`src/rtl/alu_rr_scheduler.sv`:
```
// Round-robin front end that shares one 16-bit ALU among NUM_REQ requesters, with one
// operation in flight, a multi-cycle multiply and a single registered response slot.
module alu_rr_scheduler #(
  parameter int NUM_REQ     = 4,
  parameter int MUL_LATENCY = 3,
  localparam int IDW        = $clog2(NUM_REQ)
) (
  input  logic                   clk,
  input  logic                   rst,
  input  logic [NUM_REQ-1:0]     req_valid,
  input  logic [3*NUM_REQ-1:0]   req_opcode,
  input  logic [16*NUM_REQ-1:0]  req_a,
  input  logic [16*NUM_REQ-1:0]  req_b,
  output logic [NUM_REQ-1:0]     req_ready,
  output logic                   rsp_valid,
  input  logic                   rsp_ready,
  output logic [IDW-1:0]         rsp_id,
  output logic [31:0]            rsp_result,
  output logic [1:0]             rsp_flags,
  output logic                   busy
);

  localparam int CNT_W = (MUL_LATENCY > 32'sd2) ? $clog2(MUL_LATENCY - 32'sd1) : 1;
  localparam logic [CNT_W-1:0] CNT_ONE  = CNT_W'(32'd1);
  localparam logic [CNT_W-1:0] CNT_LOAD = CNT_W'(MUL_LATENCY - 32'sd2);
  localparam logic [IDW-1:0]   LAST_RST = IDW'(NUM_REQ - 32'sd1);
  localparam bit               MUL_MULTI = (MUL_LATENCY > 32'sd1);

  localparam logic [2:0] OP_ADD = 3'b000;
  localparam logic [2:0] OP_MUL = 3'b001;
  localparam logic [2:0] OP_SUB = 3'b010;
  localparam logic [2:0] OP_AND = 3'b011;
  localparam logic [2:0] OP_OR  = 3'b100;
  localparam logic [2:0] OP_XOR = 3'b101;
  localparam logic [2:0] OP_NOT = 3'b110;

  typedef enum logic [1:0] {
    IDLE = 2'b00,
    EXEC = 2'b01,
    DONE = 2'b10
  } state_t;

  state_t             state_r;
  logic [IDW-1:0]     last_grant_r;
  logic [IDW-1:0]     id_r;
  logic [2:0]         op_r;
  logic [15:0]        a_r;
  logic [15:0]        b_r;
  logic [CNT_W-1:0]   cnt_r;

  logic [NUM_REQ-1:0] grant_s;
  logic [IDW-1:0]     grant_idx_s;
  logic               found_s;
  logic               accept_s;
  logic [2:0]         sel_op_s;
  logic [15:0]        sel_a_s;
  logic [15:0]        sel_b_s;
  logic [2:0]         alu_op_s;
  logic [15:0]        alu_a_s;
  logic [15:0]        alu_b_s;
  logic [33:0]        alu_s;

  // Returns {illegal, carry, result[31:0]}; operands are zero-extended to 32 bits.
  function automatic logic [33:0] alu_f(input logic [2:0] op, input logic [15:0] a,
                                        input logic [15:0] b);
    logic [31:0] ax;
    logic [31:0] bx;
    logic [31:0] res;
    logic        carry;
    logic        illegal;
    ax      = {16'h0000, a};
    bx      = {16'h0000, b};
    res     = 32'h0000_0000;
    carry   = 1'b0;
    illegal = 1'b0;
    case (op)
      OP_ADD: begin
        res   = ax + bx;
        carry = res[16];
      end
      OP_MUL: begin
        res   = ax * bx;
        carry = |res[31:16];
      end
      OP_SUB: begin
        res   = ax - bx;
        carry = (a < b);
      end
      OP_AND: res = ax & bx;
      OP_OR:  res = ax | bx;
      OP_XOR: res = ax ^ bx;
      OP_NOT: res = ~ax;
      default: begin
        res     = 32'h0000_0000;
        illegal = 1'b1;
      end
    endcase
    return {illegal, carry, res};
  endfunction

  // Rotating priority scan starting just after the last granted requester.
  always_comb begin : rr_scan
    int             idx_v;
    logic [IDW-1:0] pos_v;
    logic           hit_v;
    grant_s     = '0;
    grant_idx_s = '0;
    found_s     = 1'b0;
    idx_v       = 0;
    pos_v       = '0;
    hit_v       = 1'b0;
    for (int k = 1; k <= NUM_REQ; k++) begin
      idx_v          = int'(last_grant_r) + k;
      idx_v          = (idx_v >= NUM_REQ) ? (idx_v - NUM_REQ) : idx_v;
      pos_v          = IDW'(idx_v);
      hit_v          = req_valid[pos_v] & ~found_s;
      grant_s[pos_v] = grant_s[pos_v] | hit_v;
      grant_idx_s    = hit_v ? pos_v : grant_idx_s;
      found_s        = found_s | hit_v;
    end
  end

  // Grants are only offered in IDLE and never while reset is asserted.
  always_comb begin
    req_ready = ((state_r == IDLE) && !rst) ? grant_s : '0;
    accept_s  = |(req_valid & req_ready);
  end

  // AND-OR select of the granted requester's operands.
  always_comb begin
    sel_op_s = 3'b000;
    sel_a_s  = 16'h0000;
    sel_b_s  = 16'h0000;
    for (int i = 0; i < NUM_REQ; i++) begin
      sel_op_s = sel_op_s | (req_opcode[3*i +: 3] & {3{grant_s[i]}});
      sel_a_s  = sel_a_s  | (req_a[16*i +: 16]    & {16{grant_s[i]}});
      sel_b_s  = sel_b_s  | (req_b[16*i +: 16]    & {16{grant_s[i]}});
    end
  end

  // Single ALU: fed live inputs for direct completion, latched operands when leaving EXEC.
  always_comb begin
    alu_op_s = (state_r == EXEC) ? op_r : sel_op_s;
    alu_a_s  = (state_r == EXEC) ? a_r  : sel_a_s;
    alu_b_s  = (state_r == EXEC) ? b_r  : sel_b_s;
    alu_s    = alu_f(alu_op_s, alu_a_s, alu_b_s);
  end

  // Scheduler FSM with registered response slot and busy flag.
  always_ff @(posedge clk) begin
    if (rst) begin
      state_r      <= IDLE;
      last_grant_r <= LAST_RST;
      id_r         <= '0;
      op_r         <= 3'b000;
      a_r          <= 16'h0000;
      b_r          <= 16'h0000;
      cnt_r        <= '0;
      rsp_valid    <= 1'b0;
      rsp_id       <= '0;
      rsp_result   <= 32'h0000_0000;
      rsp_flags    <= 2'b00;
      busy         <= 1'b0;
    end else begin
      case (state_r)
        IDLE: begin
          if (accept_s) begin
            last_grant_r <= grant_idx_s;
            id_r         <= grant_idx_s;
            op_r         <= sel_op_s;
            a_r          <= sel_a_s;
            b_r          <= sel_b_s;
            busy         <= 1'b1;
            if ((sel_op_s == OP_MUL) && MUL_MULTI) begin
              state_r <= EXEC;
              cnt_r   <= CNT_LOAD;
            end else begin
              state_r                 <= DONE;
              rsp_valid               <= 1'b1;
              rsp_id                  <= grant_idx_s;
              {rsp_flags, rsp_result} <= alu_s;
            end
          end
        end
        EXEC: begin
          if (cnt_r == '0) begin
            state_r                 <= DONE;
            rsp_valid               <= 1'b1;
            rsp_id                  <= id_r;
            {rsp_flags, rsp_result} <= alu_s;
          end else begin
            cnt_r <= cnt_r - CNT_ONE;
          end
        end
        DONE: begin
          if (rsp_ready) begin
            state_r   <= IDLE;
            rsp_valid <= 1'b0;
            busy      <= 1'b0;
          end
        end
        default: begin
          state_r   <= IDLE;
          rsp_valid <= 1'b0;
          busy      <= 1'b0;
        end
      endcase
    end
  end

endmodule

```
`config.mk`:
```
export PLATFORM = sky130hd
export DESIGN_NAME = alu_rr_scheduler
export DESIGN_NICKNAME = d
export VERILOG_FILES = /design/src/rtl/alu_rr_scheduler.sv
export SDC_FILE = /design/constraint.sdc
export NUM_CORES = 1
export LEC_CHECK = 0
export BUFFER_PORTS_ARGS = -buffer_cell sky130_fd_sc_hd__buf_2
export CAP_MARGIN = 20
export CORE_UTILIZATION = 56
export CTS_BUF_LIST = sky130_fd_sc_hd__clkbuf_4 sky130_fd_sc_hd__clkbuf_8 sky130_fd_sc_hd__clkbuf_16
export DETAILED_ROUTE_END_ITERATION = 10
export GPL_TIMING_DRIVEN = 0
export PLACE_DENSITY = 0.91
export SETUP_SLACK_MARGIN = 0.15
export SYNTH_ARGS = -nofsm -noshare
export SYNTH_HDL_FRONTEND = slang
export SYNTH_SLANG_ARGS = --single-unit
```
`constraint.sdc`:
```
create_clock -name clk -period 10.7 [get_ports clk]
set_input_delay 1.07 -clock clk [delete_from_list [all_inputs] [get_ports clk]]
set_output_delay 1.07 -clock clk [all_outputs]
set_load 0.005 [all_outputs]
```
==> summary.md <==
| Metric | Value |
|---|---|
| Largest cells by area after synthesis | `fa_1, ha_1, dfxtp_1` |
| Final Skew | `0.01292 ns` |
| Post-synth top cells | `inv_1, nor2_1, nand2_1` |
| Post-layout min period | `11.26 ns` |
| Failing checks | `setup timing` |
| CTS tree | `yes` |
| Kind of critical path | `register to register` |
| Critical Path Max Stage Delay | `0.57 ns` |
| Chip Width | `168.3 um` |
| Post-synthesis async set-or-reset flop share | `0` |
| PortBufs | `188` |
| Critical path capture point type | `register` |
| Non-Filler Instances | `2665` |
| Wire per inst | `26.83 um` |
| Die area | `28330 um2` |
| Cell at the slowest stage of the critical path | `fa_1` |
| WL final | `71500 um` |
| Clk buf depth | `2` |
| Slew Viols, Final | `0` |
| Startpoint class of the critical path | `register` |
| Synthesized instance count | `1964` |
| Count leader, synth | `inv_1` |
| Dpl cells | `2494` |
| F_max | `88.81 MHz` |
| Drc violations | `0` |
| Number of global-route vias before repair | `17660` |
| Largest net degree at the start of global routing | `16` |
| Worst hold margin | `0.4493 ns` |
| Io pins | `189` |
| Syn Area/Cell | `7.887 um2` |
| Clk root buf | `clkbuf_16` |
| Period utilization | `1.052` |
| Top FF cell, synth | `dfxtp_1` |
| Antenna-violating nets left | `0` |
| Post-synthesis sequential area ratio | `0.1034` |
| Ys Warns | `0` |
| First-pass DRT Iterations | `8` |
| Number of synthesized flops with an enable pin | `0` |
| Global Route Usage Sum | `0.4737` |
| Status | `finished with violations` |
| First-pass GRT wire length | `100900 um` |
| Clock sink total | `80` |
| Clk_lat worst skew | `0.36 ns` |
| GPL Wtd Cong | `1.026` |
| Slew headroom | `0.2930` |
| Syn Std Cell Area | `15490 um2` |
| Final nets | `2819` |
| Total grt overflow | `0` |
| Seq cells post-synth | `80` |
| Initial Util | `0.5731` |
| Synth unique cells | `90` |
| Worst Path Required | `10.94 ns` |
| Vias | `18130` |
| Post-Place Worst Slack | `-2.430 ns` |
| Number of setup violations in the final report | `3` |
| Syn Nets | `2467` |
| Initial antenna violation count | `6` |
| Final TNS setup | `-0.8556 ns` |
| Post-DP HPWL | `48750 um` |
| Setup ws final | `-0.5601 ns` |
| Fillers | `1843` |
| Yosys top cell area share | `0.2533` |
| Crit Path Max Fanout | `11` |
| DRT iter0 DRCs | `2663` |
| Cts bufs inserted | `9` |
| Clock transition at path regs | `0.07 ns` |
| H-Tree Level Count | `3` |
| Area Growth Syn to Fin | `28.09%` |
| Die Height | `168.3 um` |
| Min-Delay Path Class | `register to register` |
| Placeable Area | `27030 um2` |
| Share of cells above drive strength 1 | `0.2676` |
| Worst-Margin Slew | `1.034 ns` |
| DR vias/cell | `6.801` |
| Area leader, netlist | `fa_1` |
| RSZ-0062 raised after global routing | `yes` |
| Row cnt | `60` |
| Max-cap violations | `0` |
| Endpoints failing hold | `0` |
| Worst path arrival time | `11.50 ns` |
## logic make-up after synthesis
| logic type | count (synthesis) | share of synthesized area |
|---|---|---|
| buf+inv | 392 | 0.09887 |
| simple gates | 660 | 0.1809 |
| compound gates | 418 | 0.1961 |
| flops | 80 | 0.1034 |
| fa+ha+maj | 356 | 0.3826 |
| xor+xnor | 37 | 0.02092 |
| mux | 21 | 0.01729 |
## what timing repair did
item	in CTS	in global routing
cloned	1	2
hold buffers	0	0
setup buffers	83	67
pin swaps	82	86
resized for setup	212	143
setup endpoints to repair	26	15
## state kept, by name, summed over array words and instances (netlist names)
register	count
busy	1
id_r	2
rsp_id	2
last_grant_r	2
b_r	16
rsp_flags	2
a_r	16
cnt_r	1
rsp_valid	1
rsp_result	32
state_r	2
op_r	3
## routing by layer
metal / GRT usage / part of all wire / vias to the layer above
li1: - / - / 7303
met1: 0.5471 / 0.33 / 8487
met2: 0.7278 / 0.43 / 1775
met3: 0.1899 / 0.15 / 552
met4: 0.3099 / 0.085 / 8
met5: 0 / 0.0022 / -
## worst max-delay path: cells and delay by family, from the launching register on
family | cells | cell delay, ns
adder cells (fa/ha/maj) | 8 | 3.28
AO/OA/AOI/OAI | 12 | 2.71
AND/OR/NAND/NOR | 7 | 1.92
buffers and inverters | 12 | 1.54
multiplexers | 2 | 0.96
flip-flops | 1 | 0.36
XOR/XNOR | 1 | 0.34
## layout by cell type (no fill, tap or decap), types with 13 or more instances in the layout
| cell type | instances |
|---|---|
| inv_1 | 252 |
| nor2_1 | 248 |
| nand2_1 | 237 |
| buf_2 | 208 |
| fa_1 | 184 |
| buf_4 | 150 |
| ha_1 | 143 |
| dfxtp_1 | 78 |
| a21oi_1 | 62 |
| nor3_1 | 47 |
| o21ai_0 | 40 |
| nand3_1 | 33 |
| a22oi_1 | 31 |
| a222oi_1 | 29 |
| clkbuf_1 | 27 |
| o21ai_1 | 26 |
| inv_2 | 23 |
| xnor2_1 | 19 |
| buf_6 | 16 |
| ha_4 | 15 |
| a211oi_1 | 14 |
| o21a_1 | 14 |
| o21ai_4 | 14 |
| a21o_1 | 13 |
## through the flow
step	instance area, um2	util
5_1_grt	19830	0.7338
6_report	19840	0.7341
3_3_place_gp	16940	0.6268
2_1_floorplan	15570	-
3_5_place_dp	16950	0.6270
4_1_cts	18730	0.6932
## path summary, 6_finish.rpt
path / slack [ns] / from / depth (start not counted) / end
setup / recovery: -0.56 / last_grant_r[0] / 42 / rsp_flags[0]
hold / removal: 0.45 / rsp_result[5] / 2 / rsp_result[5]
setup reg to reg: -0.56 / last_grant_r[0] / 42 / rsp_flags[0]
hold reg to reg: 0.45 / rsp_result[5] / 2 / rsp_result[5]
## layout make-up
type / count / area (um2) / share of cell area
multi-input cells: 1492 / 13350 / 0.6728
repair buffers: 342 / 2237 / 0.1128
flip-flops and latches: 80 / 1609 / 0.08110
inverters: 292 / 1167 / 0.05884
plain buffers: 99 / 754.5 / 0.03803
well taps: 341 / 426.7 / 0.02150
clock buffers: 10 / 239.0 / 0.01205
clock inverters: 6 / 50.05 / 0.002523
diodes: 3 / 7.507 / 0.0003784
Power is not shown: default switching activity piles up to over one toggle a cycle in this logic, so the estimate is an artifact.
